<file path="config.mk">
export PLATFORM = sky130hd
export DESIGN_NAME = cnt_period_ctrl
export DESIGN_NICKNAME = d
export VERILOG_FILES = /design/src/rtl/cnt_pkg.sv /design/src/rtl/cnt_period_shadow.sv /design/src/rtl/cnt_period_ctrl.sv
export SDC_FILE = /design/constraint.sdc
export NUM_CORES = 1
export LEC_CHECK = 0
export ABC_AREA = 1
export CORE_MARGIN = 1
export CORE_UTILIZATION = 55
export CTS_CLUSTER_SIZE = 14
export DETAILED_ROUTE_END_ITERATION = 8
export GPL_TIMING_DRIVEN = 0
export PLACE_DENSITY_LB_ADDON = 0.25
export REMOVE_ABC_BUFFERS = 1
export SLEW_MARGIN = 15
export SYNTH_ARGS = -nofsm -noshare
export SYNTH_HDL_FRONTEND = slang
export SYNTH_HIERARCHICAL = 1
export SYNTH_SLANG_ARGS = --single-unit
</file>
<file path="constraint.sdc">
create_clock -name CLK -period 4.25 [get_ports CLK]
set_input_delay 0.425 -clock CLK [delete_from_list [all_inputs] [get_ports CLK]]
set_output_delay 0.425 -clock CLK [all_outputs]
set_load 0.005 [all_outputs]
</file>
<file path="src/rtl/cnt_pkg.sv">
`default_nettype none
// ============================================================================
// Module   : cnt_pkg
// Brief    : Shared types and constants for the period controller.
// Revision : 1.0
// ============================================================================
package cnt_pkg;

   localparam int W_DEFAULT = 16;

   localparam logic MODE_ONESHOT  = 1'b0;
   localparam logic MODE_PERIODIC = 1'b1;

   typedef enum logic [1:0] {
      IDLE = 2'd0,
      LOAD = 2'd1,
      RUN  = 2'd2,
      DONE = 2'd3
   } state_t;

endpackage : cnt_pkg
`default_nettype wire

</file>
<file path="src/rtl/cnt_period_shadow.sv">
`default_nettype none
// ============================================================================
// Module   : cnt_period_shadow
// Brief    : Double-buffered period register with valid/ready write port.
// Revision : 1.0
// ============================================================================
module cnt_period_shadow
   import cnt_pkg::*;
#(
   parameter int           W          = W_DEFAULT,
   parameter logic [W-1:0] RST_PERIOD = W'(1000)
) (
   input  logic         CLK,
   input  logic         RSTN,
   input  logic         i_pv,
   input  logic [W-1:0] i_period,
   output logic         o_pr,
   input  logic         i_reload,
   output logic [W-1:0] o_shadow,
   output logic [W-1:0] o_reload_val
);

   logic         r_pending;
   logic [W-1:0] r_pend_val;
   logic [W-1:0] r_shadow;

   // A write accepted on the same edge as a reload stays pending for the next one.
   always_ff @(posedge CLK) begin
      if (!RSTN) begin
         r_pending  <= 1'b0;
         r_pend_val <= '0;
         r_shadow   <= RST_PERIOD;
      end else begin
         if (i_reload) begin
            r_shadow <= o_reload_val;
         end
         if (i_pv && o_pr) begin
            r_pend_val <= i_period;
            r_pending  <= 1'b1;
         end else if (i_reload) begin
            r_pending  <= 1'b0;
         end
      end
   end

   assign o_pr         = !r_pending;
   assign o_shadow     = r_shadow;
   assign o_reload_val = r_pending ? r_pend_val : r_shadow;

endmodule : cnt_period_shadow
`default_nettype wire

</file>
<file path="src/rtl/cnt_period_ctrl.sv">
`default_nettype none
// ============================================================================
// Module   : cnt_period_ctrl
// Brief    : One-shot / periodic interval controller for a CAI/CAO down counter.
// Revision : 1.0
// ============================================================================
module cnt_period_ctrl
   import cnt_pkg::*;
#(
   parameter int           W          = W_DEFAULT,
   parameter int           CW         = 8,
   parameter logic [W-1:0] RST_PERIOD = W'(1000)
) (
   input  logic          CLK,
   input  logic          RSTN,
   input  logic          TICK,
   input  logic          START,
   input  logic          STOP,
   input  logic          MODE,
   input  logic          PV,
   input  logic [W-1:0]  PERIOD,
   output logic          PR,
   input  logic          CAO,
   output logic          LD,
   output logic [W-1:0]  DOUT,
   output logic          EN,
   output logic          CAI,
   output logic          BUSY,
   output logic          IRQ,
   input  logic          IACK,
   output logic          OVR,
   output logic [CW-1:0] TC_CNT,
   input  logic          CLR_CNT
);

   localparam logic [CW-1:0] c_TC_MAX = '1;
   localparam logic [CW-1:0] c_TC_ONE = CW'(1);
   localparam logic [W-1:0]  c_ONE    = W'(1);

   state_t        r_state;
   state_t        w_state_next;
   logic          r_mode;
   logic          r_irq;
   logic          r_ovr;
   logic [CW-1:0] r_tc;

   logic          w_start_ok;
   logic          w_term;
   logic          w_reload;
   logic [W-1:0]  w_shadow;
   logic [W-1:0]  w_reload_val;

   // START is honoured from IDLE and as a restart from RUN; STOP always wins.
   assign w_start_ok = START && !STOP && ((r_state == IDLE) || (r_state == RUN));
   assign w_term     = (r_state == RUN) && CAO && !STOP;
   assign w_reload   = w_start_ok || (w_term && (r_mode == MODE_PERIODIC));

   cnt_period_shadow #(
      .W          (W),
      .RST_PERIOD (RST_PERIOD)
   ) u_shadow (
      .CLK          (CLK),
      .RSTN         (RSTN),
      .i_pv         (PV),
      .i_period     (PERIOD),
      .o_pr         (PR),
      .i_reload     (w_reload),
      .o_shadow     (w_shadow),
      .o_reload_val (w_reload_val)
   );

   always_ff @(posedge CLK) begin
      if (!RSTN) begin
         r_state <= IDLE;
         r_mode  <= MODE_ONESHOT;
      end else begin
         r_state <= w_state_next;
         if (w_start_ok) begin
            r_mode <= MODE;
         end
      end
   end

   // EN/CAI stay off the CAO path so the counter loop has no combinational cycle.
   assign EN   = (r_state == RUN);
   assign CAI  = (r_state == RUN) && TICK;
   assign BUSY = (r_state == LOAD) || (r_state == RUN);

   always_comb begin
      w_state_next = r_state;
      LD           = 1'b0;
      DOUT         = '0;
      case (r_state)
         IDLE: begin
            if (w_start_ok) begin
               w_state_next = LOAD;
            end
         end
         LOAD: begin
            LD           = 1'b1;
            DOUT         = w_shadow - c_ONE;
            w_state_next = STOP ? IDLE : RUN;
         end
         RUN: begin
            if (w_term) begin
               LD   = 1'b1;
               DOUT = (r_mode == MODE_PERIODIC) ? (w_reload_val - c_ONE) : '0;
            end
            if (STOP) begin
               w_state_next = IDLE;
            end else if (START) begin
               w_state_next = LOAD;
            end else if (CAO && (r_mode == MODE_ONESHOT)) begin
               w_state_next = DONE;
            end
         end
         DONE: begin
            w_state_next = IDLE;
         end
         default: begin
            w_state_next = IDLE;
         end
      endcase
   end

   always_ff @(posedge CLK) begin
      if (!RSTN) begin
         r_irq <= 1'b0;
         r_ovr <= 1'b0;
         r_tc  <= '0;
      end else begin
         if (w_term) begin
            r_irq <= 1'b1;
         end else if (IACK) begin
            r_irq <= 1'b0;
         end
         if (CLR_CNT) begin
            r_ovr <= 1'b0;
            r_tc  <= w_term ? c_TC_ONE : '0;
         end else begin
            if (w_term && r_irq && !IACK) begin
               r_ovr <= 1'b1;
            end
            if (w_term && (r_tc != c_TC_MAX)) begin
               r_tc <= r_tc + c_TC_ONE;
            end
         end
      end
   end

   assign IRQ    = r_irq;
   assign OVR    = r_ovr;
   assign TC_CNT = r_tc;

endmodule : cnt_period_ctrl
`default_nettype wire
</file>
==> out/summary.txt, run 1 <==
STA
----------------------------------------------------------------------------------------------------
Max-slew violations ...................................................................            0
Number of endpoints failing setup at the final stage ..................................            0
Post-Route Setup TNS ..................................................................         0 ns
Worst clock skew ......................................................................  0.007515 ns
Final worst-path cycle share ..........................................................       84.82%
Final hold violations .................................................................            0
Tightest slew margin relative to the limit ............................................       43.03%
Actual slew at the worst max-slew pin .................................................    0.8525 ns
Crit path time final ..................................................................     3.605 ns
RSZ-0062 raised after global routing ..................................................        false
Maximum operating frequency ...........................................................    277.4 MHz

LOGIC SYNTHESIS
----------------------------------------------------------------------------------------------------
Number of library cell types mapped by synthesis ......................................           31
Post-synthesis instance area ..........................................................    3396 um^2
Yosys warning total ...................................................................            6
Average cell area after synthesis .....................................................   5.815 um^2
Yosys reg bits ........................................................................           46
Gate Count Post-Synth .................................................................          584
Sequential area share after synthesis .................................................       27.12%
EDFF count, synth .....................................................................            0
Top cell type by total area after synthesis ...........................................      dfxtp_1
Proportion of synthesized flip-flops having asynchronous set or reset .................           0%
Post-synth top area share .............................................................       27.12%
Most common flop cell mapped by yosys .................................................      dfxtp_1
Cell types with the largest area share after synthesis ................................ dfxtp_1 27%, nand2_1 17%, nor2_1 11%

FINAL LAYOUT
----------------------------------------------------------------------------------------------------
Diode count ...........................................................................            0
Number of standard cells in the final layout excluding fillers ........................          706
Most used cells in the layout excluding fill and tap cells ............................ 154 x nand2_1, 102 x nor2_1, 94 x inv_1
Area added between synthesis and finish ...............................................       17.98%
Layout filler cell count ..............................................................          558
Number of nets in the layout ..........................................................          662
Post-Layout Inst Area .................................................................    4006 um^2
Most common cell after layout, fill and taps aside ....................................      nand2_1
Share of post-route cells with drive strength above 1 .................................       4.754%

CRITICAL PATH
----------------------------------------------------------------------------------------------------
Worst endpoint data arrival time ......................................................      3.18 ns
Cell Chain, Critical Path ............................................................. inv_4, nand2_2, nand2_1, inv_1, ha_1, inv_1, nor2_1, nand2_1, nand2_1, nand3_1, a21oi_1, clkdlybuf4s50_1
Slowest library cell on the worst path ................................................      dfxtp_1
Startpoint kind of the worst setup timing path ........................................     register
CP peak stage delay ...................................................................      0.82 ns
Critical path's most frequent cell ....................................................      nand2_1
Maximum net fanout on the critical path ...............................................           34
Crit Path Category .................................................................... register to output pin
Setup crit end kind ...................................................................   output pin
Critical Path RT ......................................................................      3.83 ns

PLACEMENT
----------------------------------------------------------------------------------------------------
IO buf count ..........................................................................           56
Placed cell area ......................................................................    3897 um^2
Routability cong. .....................................................................       0.9023
HPWL after detailed placement .........................................................      6029 um
Placed cell count .....................................................................          698

CLOCK NETWORK
----------------------------------------------------------------------------------------------------
Total clock sinks .....................................................................           46
CTS Hold Buffers Added ................................................................            0
Number of buffers inserted during clock tree synthesis ................................            5
CTS H-Tree Depth ......................................................................            2
Number of buffers inserted to repair setup after CTS ..................................            0
Largest buffer count on any clock path ................................................            2
Clock-pin slew reported for the worst setup and hold paths after clock tree synthesis .      0.09 ns
Clock root cell .......................................................................     clkbuf_8
Clock network latency to the later pin of the worst-skew pair .........................      0.30 ns
CTS tree ..............................................................................         done
Quantity of gates resized following cts ...............................................            0

GLOBAL ROUTE
----------------------------------------------------------------------------------------------------
Via count of the first global-routing pass ............................................        3,032
Pin count of the biggest net entering global routing ..................................           35
Global-route total usage across every layer ...........................................       25.00%
Number of antenna violations at the first check in global routing .....................            0
Wire length of the first global-routing pass ..........................................    12,840 um
Overflow left after global routing ....................................................            0

DIE
----------------------------------------------------------------------------------------------------
Die Wd ................................................................................     80.58 um
Total I/O pin count ...................................................................           57
Die ar. ...............................................................................    6492 um^2
Starting utilization of the core area .................................................       57.35%
Placement row count ...................................................................           28
Placeable core region .................................................................    5921 um^2
Vertical die dimension ................................................................     80.58 um

PWR
----------------------------------------------------------------------------------------------------
Total power per unit cell area ........................................................ 303.6 nW/um^2
Max IR drop VDD .......................................................................    0.2140 mV
Leakage power of the design ...........................................................     1.866 nW
Power dissipated by switching net loads ...............................................    0.4258 mW
Total Power Consumption ...............................................................     1.216 mW
Register share of total power .........................................................        41.6%
Design internal power .................................................................    0.7907 mW
Net switching fraction of the power ...................................................       35.00%
Clock group share of total power ......................................................        26.0%
Combinational Power Share .............................................................        32.4%

DRT
----------------------------------------------------------------------------------------------------
Detailed-route DRC error count ........................................................            0
Routed wire length ....................................................................      7722 um
WL/cell ...............................................................................     10.94 um
First-pass detailed-route iteration total .............................................            5
Overall via count from detail_route ...................................................        3,545
Iteration-0 DRC Markers ...............................................................          209
Ratio of routed vias to standard cells ................................................        5.021
Number of nets with antenna violations after routing ..................................            0

JOB
----------------------------------------------------------------------------------------------------
Max-capacitance violation count .......................................................            0

HOLD PATH
----------------------------------------------------------------------------------------------------
Worst hold-check path type ............................................................ register to register

RUN STATUS
----------------------------------------------------------------------------------------------------
Run status ............................................................................ finished clean

## path summary, 6_finish.rpt
path | slack [ns] | depth (start not counted) | endpoint | start
setup / recovery | 0.65 | 12 | DOUT[14] | u_shadow/r_pending$_SDFFE_PN0P_
hold / removal | 0.48 | 1 | OVR$_SDFFE_PP0P_ | OVR$_SDFFE_PP0P_
setup reg to reg | 1.51 | 9 | u_shadow/o_shadow[5]$_SDFFE_PN1P_ | r_state[0]$_SDFFE_PN0P_
hold reg to reg | 0.48 | 1 | OVR$_SDFFE_PP0P_ | OVR$_SDFFE_PP0P_
## power by group through the flow
stage                     sequential (mW)  clock (mW)  combinational [mW]
after floorplan                     0.505           0               0.264
after global routing                0.511       0.341               0.445
final                               0.506       0.316               0.395
after CTS                           0.505       0.322               0.391
after global placement              0.512           0               0.377
after detailed placement            0.515           0               0.389
## final cells by class
type	instances	area [um^2]	share of cell area (%)
inverter	99	381.6	9.525
tap	75	93.84	2.342
sequential	46	920.9	22.99
clock inverter	3	40.04	0.9994
timing repair buffer	56	560.5	13.99
multi-input combinational	422	1941	48.44
clock buffer	5	68.82	1.718
## sequential cells by signal, indices dropped and copies added (netlist names)
signal and count:
u_shadow/o_shadow 16, u_shadow/r_pend_val 16, IRQ 1, OVR 1, TC_CNT 8, r_mode 1, r_state 2, u_shadow/r_pending 1
## per-layer routing
metal / routed length [um] / GRT usage [%]
met1: 3646 / 33.52
met2: 3464 / 40.76
met5: 0 / 0
met4: 199 / 9.643
met3: 410 / 2.727
## per-stage QoR
stage | utilization (%) | setup WS [ns] | hold WS (ns)
floorplan | - | 1.853 | 0.4549
global placement | 65.83 | 1.019 | 0.4503
detailed placement | 65.83 | 0.9686 | 0.4579
CTS | 67.67 | 0.6317 | 0.4789
global route | 67.67 | 0.3936 | 0.4947
finish | 67.67 | 0.6451 | 0.4756
## cells by family after synthesis
group                    after synthesis  synth area share [%]
AND/OR/NAND/NOR                      352                 44.88
XOR/XNOR                               1                0.2580
AO/OA/AOI/OAI                         63                 9.801
buffers and inverters                116                 15.73
adder cells (fa/ha/maj)                6                 2.211
flip-flops                            46                 27.12
## critical path, delay by kind of cell, from the launching register on
family                     cells  cell delay [ns]
buffers and inverters          4             0.98
DFF                            1             0.82
and+or+nand+nor                6             0.70
adders and majority gates      1             0.22
AOI/OAI and AO/OA              1             0.15
## Yosys cell counts, types with 3 or more instances
cell	instances
a21oi_1	39
buf_6	6
inv_1	94
nor2_4	3
nor3_1	3
o21ai_0	11
buf_2	4
o21bai_1	4
nor2_1	102
ha_1	6
nand3_1	69
nand2_2	6
o21ai_1	4
nand2_1	154
buf_4	5
and2_1	7
dfxtp_1	46
(Power assumes the default switching activity.)
==> inputs of run 2 (changes only) <==
Settings changed: CORE_UTILIZATION 55 to 49.
Clock period 4.25 ns to 3.26 ns, I/O delays scaled along.
==> out/summary.txt, run 2 (same netlist as run 1, synthesis figures left out) <==
DRT
----------------------------------------------------------------------------------------------------
Overall via count from detail_route ...................................................        3,578
First-pass detailed-route iteration total .............................................            4
Routed wire length ....................................................................      8017 um
Ratio of routed vias to standard cells ................................................        5.061
Iteration-0 DRC Markers ...............................................................          190
Number of nets with antenna violations after routing ..................................            0
WL/cell ...............................................................................     11.34 um
Detailed-route DRC error count ........................................................            0

STA
----------------------------------------------------------------------------------------------------
Post-Route Setup TNS ..................................................................         0 ns
Maximum operating frequency ...........................................................    327.6 MHz
Final worst-path cycle share ..........................................................       93.64%
Worst clock skew ......................................................................   0.01104 ns
Final hold violations .................................................................            0
Tightest slew margin relative to the limit ............................................       43.20%
RSZ-0062 raised after global routing ..................................................        false
Max-slew violations ...................................................................            0
Number of endpoints failing setup at the final stage ..................................            0
Actual slew at the worst max-slew pin .................................................    0.8499 ns
WHS ...................................................................................    0.4704 ns
Crit path time final ..................................................................     3.053 ns

PLACEMENT
----------------------------------------------------------------------------------------------------
HPWL after detailed placement .........................................................      6137 um
Routability cong. .....................................................................       0.8653
IO buf count ..........................................................................           56

CRITICAL PATH
----------------------------------------------------------------------------------------------------
Maximum net fanout on the critical path ...............................................           34
Worst r2r path cells ..................................................................            9
Crit Path Category .................................................................... register to output pin
Critical path origin .................................................................. u_shadow/r_pending$_SDFFE_PN0P_
Critical path's most frequent cell ....................................................      nand2_1
Startpoint kind of the worst setup timing path ........................................     register
Worst endpoint data arrival time ......................................................      2.73 ns
R2R Path Start ........................................................................ r_state[0]$_SDFFE_PN0P_
Critical Path RT ......................................................................      2.93 ns
Setup crit end kind ...................................................................   output pin
CP peak stage delay ...................................................................      0.52 ns
Slowest library cell on the worst path ................................................ clkdlybuf4s50_1
Cell Chain, Critical Path ............................................................. inv_6, nand2_1, and2_1, nor2_1, nand2_1, nor2_1, nand2_1, nand2_1, nand3_1, a21oi_1, clkdlybuf4s50_1

CLOCK NETWORK
----------------------------------------------------------------------------------------------------
Clock network latency to the later pin of the worst-skew pair .........................      0.30 ns
Number of buffers inserted during clock tree synthesis ................................            5
Clock-pin slew reported for the worst setup and hold paths after clock tree synthesis .      0.08 ns
Largest buffer count on any clock path ................................................            2
Number of buffers inserted to repair setup after CTS ..................................            0
Clock root cell .......................................................................     clkbuf_8
Total clock sinks .....................................................................           46
CTS H-Tree Depth ......................................................................            2
CTS tree ..............................................................................         done
CTS Hold Buffers Added ................................................................            0

FINAL LAYOUT
----------------------------------------------------------------------------------------------------
Diode count ...........................................................................            0
Most common cell after layout, fill and taps aside ....................................      nand2_1
Share of post-route cells with drive strength above 1 .................................       4.762%
Number of nets in the layout ..........................................................          662
Area added between synthesis and finish ...............................................       17.47%
Most used cells in the layout excluding fill and tap cells ............................ 154 x nand2_1, 101 x nor2_1, 94 x inv_1

GLOBAL ROUTE
----------------------------------------------------------------------------------------------------
Wire length of the first global-routing pass ..........................................    13,970 um
Pin count of the biggest net entering global routing ..................................           35
Global-route total usage across every layer ...........................................       23.63%
Via count of the first global-routing pass ............................................        3,179
Number of antenna violations at the first check in global routing .....................            0
Overflow left after global routing ....................................................            0

JOB
----------------------------------------------------------------------------------------------------
Max-capacitance violation count .......................................................            0

HOLD PATH
----------------------------------------------------------------------------------------------------
Hold path cells .......................................................................            1
Worst hold-check path type ............................................................ register to register
Hold path startpoint .................................................................. OVR$_SDFFE_PP0P_

RUN STATUS
----------------------------------------------------------------------------------------------------
Run status ............................................................................ finished clean

PWR
----------------------------------------------------------------------------------------------------
Max IR drop VDD .......................................................................    0.2492 mV
Total power per unit cell area ........................................................ 378.0 nW/um^2
Leakage power of the design ...........................................................     1.846 nW

DIE
----------------------------------------------------------------------------------------------------
Placeable core region .................................................................    6531 um^2
Vertical die dimension ................................................................     85.25 um
Starting utilization of the core area .................................................       51.99%
Placement row count ...................................................................           29
Total I/O pin count ...................................................................           57
Die Wd ................................................................................     85.25 um
Die ar. ...............................................................................    7267 um^2

-- run 2: power by group --
part | switching (mW) | internal, mW | leakage [nW]
sequential | 0.0515 | 0.609 | 0.378
clock | 0.182 | 0.147 | 0.0373
combinational | 0.322 | 0.197 | 1.43
-- run 2: layout make-up --
| type | instances | area (um^2) |
|---|---|---|
| sequential | 46 | 924.6 |
| inverter | 99 | 384.1 |
| clock inverter | 1 | 7.507 |
| clock buffer | 6 | 72.57 |
| tap | 77 | 96.34 |
| multi-input combinational | 422 | 1943 |
| timing repair buffer | 56 | 560.5 |
| fill | 633 | 2542 |
-- run 2: through the flow --
step | total power [mW] | util, % | setup slack, ns | area (um^2) | std cells
2_1_floorplan | 1.003 | - | 0.9623 | 3243 | 567
3_3_place_gp | 1.163 | 59.71 | 0.1220 | 3900 | 700
3_5_place_dp | 1.182 | 59.71 | 0.05388 | 3900 | 700
4_1_cts | 1.512 | 60.96 | 0.04700 | 3981 | 707
5_1_grt | 1.624 | 61.07 | 0.01435 | 3989 | 707
6_report | 1.508 | 61.07 | 0.2073 | 3989 | 707
-- run 2: timing repair --
action                                  CTS  global route
gates resized for setup                   1             3
hold endpoints to repair                  0             0
endpoints found under the setup margin   12            10
-- run 2: critical path: cells and delay by family, from the launching register on --
kind | cells | cell delay, ns
flip-flops | 1 | 0.43
AND/OR/NAND/NOR | 8 | 1.06
AO/OA/AOI/OAI | 1 | 0.15
buffers and inverters | 2 | 0.77
-- run 2: metal layers --
metal | global-route usage [%] | routed length (um) | vias up
met1 | 32.00 | 3710 | 1551
met4 | 10.17 | 233 | 0
met5 | 0 | 0 | -
met3 | 3.113 | 589 | 20
met2 | 37.76 | 3483 | 125
li1 | - | - | 1882
-- run 2: worst paths after layout --
path	end	slack (ns)
max	DOUT[14]	0.21
max reg2reg	u_shadow/o_shadow[7]$_SDFFE_PN1P_	0.52
min	OVR$_SDFFE_PP0P_	0.47
min reg2reg	OVR$_SDFFE_PP0P_	0.47
==> inputs of run 3 (changes only) <==
Settings changed: CORE_UTILIZATION 49 to 40.
==> out/summary.txt, run 3 (same netlist as run 1, synthesis figures left out) <==
DIE
----------------------------------------------------------------------------------------------------
Starting utilization of the core area .................................................       41.33%
Vertical die dimension ................................................................     94.14 um
Die ar. ...............................................................................    8861 um^2
Die Wd ................................................................................     94.14 um
Placeable core region .................................................................    8217 um^2
Total I/O pin count ...................................................................           57
Placement row count ...................................................................           33

DRT
----------------------------------------------------------------------------------------------------
Iteration-0 DRC Markers ...............................................................          221
Ratio of routed vias to standard cells ................................................        4.777
Detailed-route DRC error count ........................................................            0
First-pass detailed-route iteration total .............................................            5
Number of nets with antenna violations after routing ..................................            0
Routed wire length ....................................................................      8198 um
WL/cell ...............................................................................     11.14 um
Overall via count from detail_route ...................................................        3,516

CRITICAL PATH
----------------------------------------------------------------------------------------------------
Setup crit end kind ...................................................................   output pin
Worst endpoint data arrival time ......................................................      2.72 ns
Critical Path RT ......................................................................      2.93 ns
Crit Path Category .................................................................... register to output pin
Startpoint kind of the worst setup timing path ........................................     register
Maximum net fanout on the critical path ...............................................           34

STA
----------------------------------------------------------------------------------------------------
Maximum operating frequency ...........................................................    328.4 MHz
RSZ-0062 raised after global routing ..................................................        false
Post-Route Setup TNS ..................................................................         0 ns
Final worst-path cycle share ..........................................................       93.42%
Worst clock skew ......................................................................  0.002315 ns
Setup slack after layout ..............................................................    0.2146 ns
Number of endpoints failing setup at the final stage ..................................            0
WHS ...................................................................................    0.4803 ns
Max-slew violations ...................................................................            0
Tightest slew margin relative to the limit ............................................       38.48%
Crit path time final ..................................................................     3.045 ns
Final hold violations .................................................................            0
Actual slew at the worst max-slew pin .................................................    0.9206 ns

PLACEMENT
----------------------------------------------------------------------------------------------------
IO buf count ..........................................................................           56
Placed cell area ......................................................................    3935 um^2
HPWL after detailed placement .........................................................      6335 um
Worst slack at placement .............................................................. -0.0009681 ns
Routability cong. .....................................................................       0.9320

CLOCK NETWORK
----------------------------------------------------------------------------------------------------
Clock-pin slew reported for the worst setup and hold paths after clock tree synthesis .      0.09 ns
Number of buffers inserted to repair setup after CTS ..................................            0
Clock network latency to the later pin of the worst-skew pair .........................      0.30 ns
Number of buffers inserted during clock tree synthesis ................................            5
Largest buffer count on any clock path ................................................            2
CTS H-Tree Depth ......................................................................            2
CTS Hold Buffers Added ................................................................            0
CTS tree ..............................................................................         done
Total clock sinks .....................................................................           46
Clock root cell .......................................................................     clkbuf_8

FINAL LAYOUT
----------------------------------------------------------------------------------------------------
Post-Layout Inst Area .................................................................    4048 um^2
Diode count ...........................................................................            0
Area added between synthesis and finish ...............................................       19.20%
Layout filler cell count ..............................................................          875
Most used cells in the layout excluding fill and tap cells ............................ 154 x nand2_1, 100 x nor2_1, 94 x inv_1
Share of post-route cells with drive strength above 1 .................................       5.230%
Most common cell after layout, fill and taps aside ....................................      nand2_1
Number of nets in the layout ..........................................................          662

GLOBAL ROUTE
----------------------------------------------------------------------------------------------------
Global-route total usage across every layer ...........................................       19.63%
Overflow left after global routing ....................................................            0
Via count of the first global-routing pass ............................................        3,144
Wire length of the first global-routing pass ..........................................    13,980 um
Number of antenna violations at the first check in global routing .....................            0
Pin count of the biggest net entering global routing ..................................           35

PWR
----------------------------------------------------------------------------------------------------
Total Power Consumption ...............................................................     1.555 mW
Leakage power of the design ...........................................................     1.857 nW
Total power per unit cell area ........................................................ 384.2 nW/um^2
Max IR drop VDD .......................................................................    0.1720 mV

HOLD PATH
----------------------------------------------------------------------------------------------------
Worst hold-check path type ............................................................ register to register

RUN STATUS
----------------------------------------------------------------------------------------------------
Run status ............................................................................ finished clean

JOB
----------------------------------------------------------------------------------------------------
Max-capacitance violation count .......................................................            0

run 3: cell types whose count changed in the layout (fill, tap and decap cells not counted), sizes merged:
| cell | previous run | this run |
|---|---|---|
| inv | 98 | 99 |
run 3: final cells by class:
cell class | count | area, um^2 | area share (%)
timing repair buffer | 56 | 560.5 | 13.85
tap | 105 | 131.4 | 3.246
multi-input combinational | 422 | 1946 | 48.07
clock buffer | 6 | 82.58 | 2.040
clock inverter | 2 | 16.27 | 0.4019
inverter | 99 | 386.6 | 9.552
sequential | 46 | 924.6 | 22.84
run 3: final timing paths:
kind / startpoint / end / slack [ns] / cells past startpoint
setup reg to reg: r_state[0]$_SDFFE_PN0P_ / u_shadow/o_shadow[7]$_SDFFE_PN1P_ / 0.51 / 9
setup / recovery: u_shadow/r_pending$_SDFFE_PN0P_ / DOUT[9] / 0.21 / 11
hold reg to reg: OVR$_SDFFE_PP0P_ / OVR$_SDFFE_PP0P_ / 0.48 / 1
hold / removal: OVR$_SDFFE_PP0P_ / OVR$_SDFFE_PP0P_ / 0.48 / 1
run 3: worst max-delay path, stage by stage, from the launching register on:
cell             delay (ns)
dfxtp_4                0.44
inv_8                  0.21
nand2_1                0.10
and2_1                 0.19
nor2_1                 0.18
inv_1                  0.07
nor2_2                 0.23
nand2_1                0.08
nand2_1                0.06
nand3_1                0.06
a21oi_1                0.24
clkdlybuf4s50_1        0.54
run 3: timing repair:
action	in CTS	in global routing
gates cloned	0	0
endpoints found under the setup margin	13	11
gates resized for setup	1	5
pin swaps	0	0
run 3: per-stage QoR:
| stage | std cells | util (%) |
|---|---|---|
| after floorplan | 567 | - |
| after global placement | 728 | 47.89 |
| after detailed placement | 728 | 47.89 |
| after CTS | 736 | 49.11 |
| after global routing | 736 | 49.26 |
| final | 736 | 49.26 |
run 3: power breakdown:
part | switching (mW) | leakage [nW] | internal [mW] | total, mW
Sequential | 0.0536 | 0.378 | 0.608 | 0.662
Clock | 0.204 | 0.0478 | 0.175 | 0.379
Combinational | 0.316 | 1.43 | 0.198 | 0.514
run 3: routing by layer:
metal	track usage [%]	vias up	share of wire, %
li1	-	1886	-
met1	25.82	1527	47
met2	33.58	95	47
met3	2.265	8	5.0
met4	5.513	0	1.2
met5	0	-	0
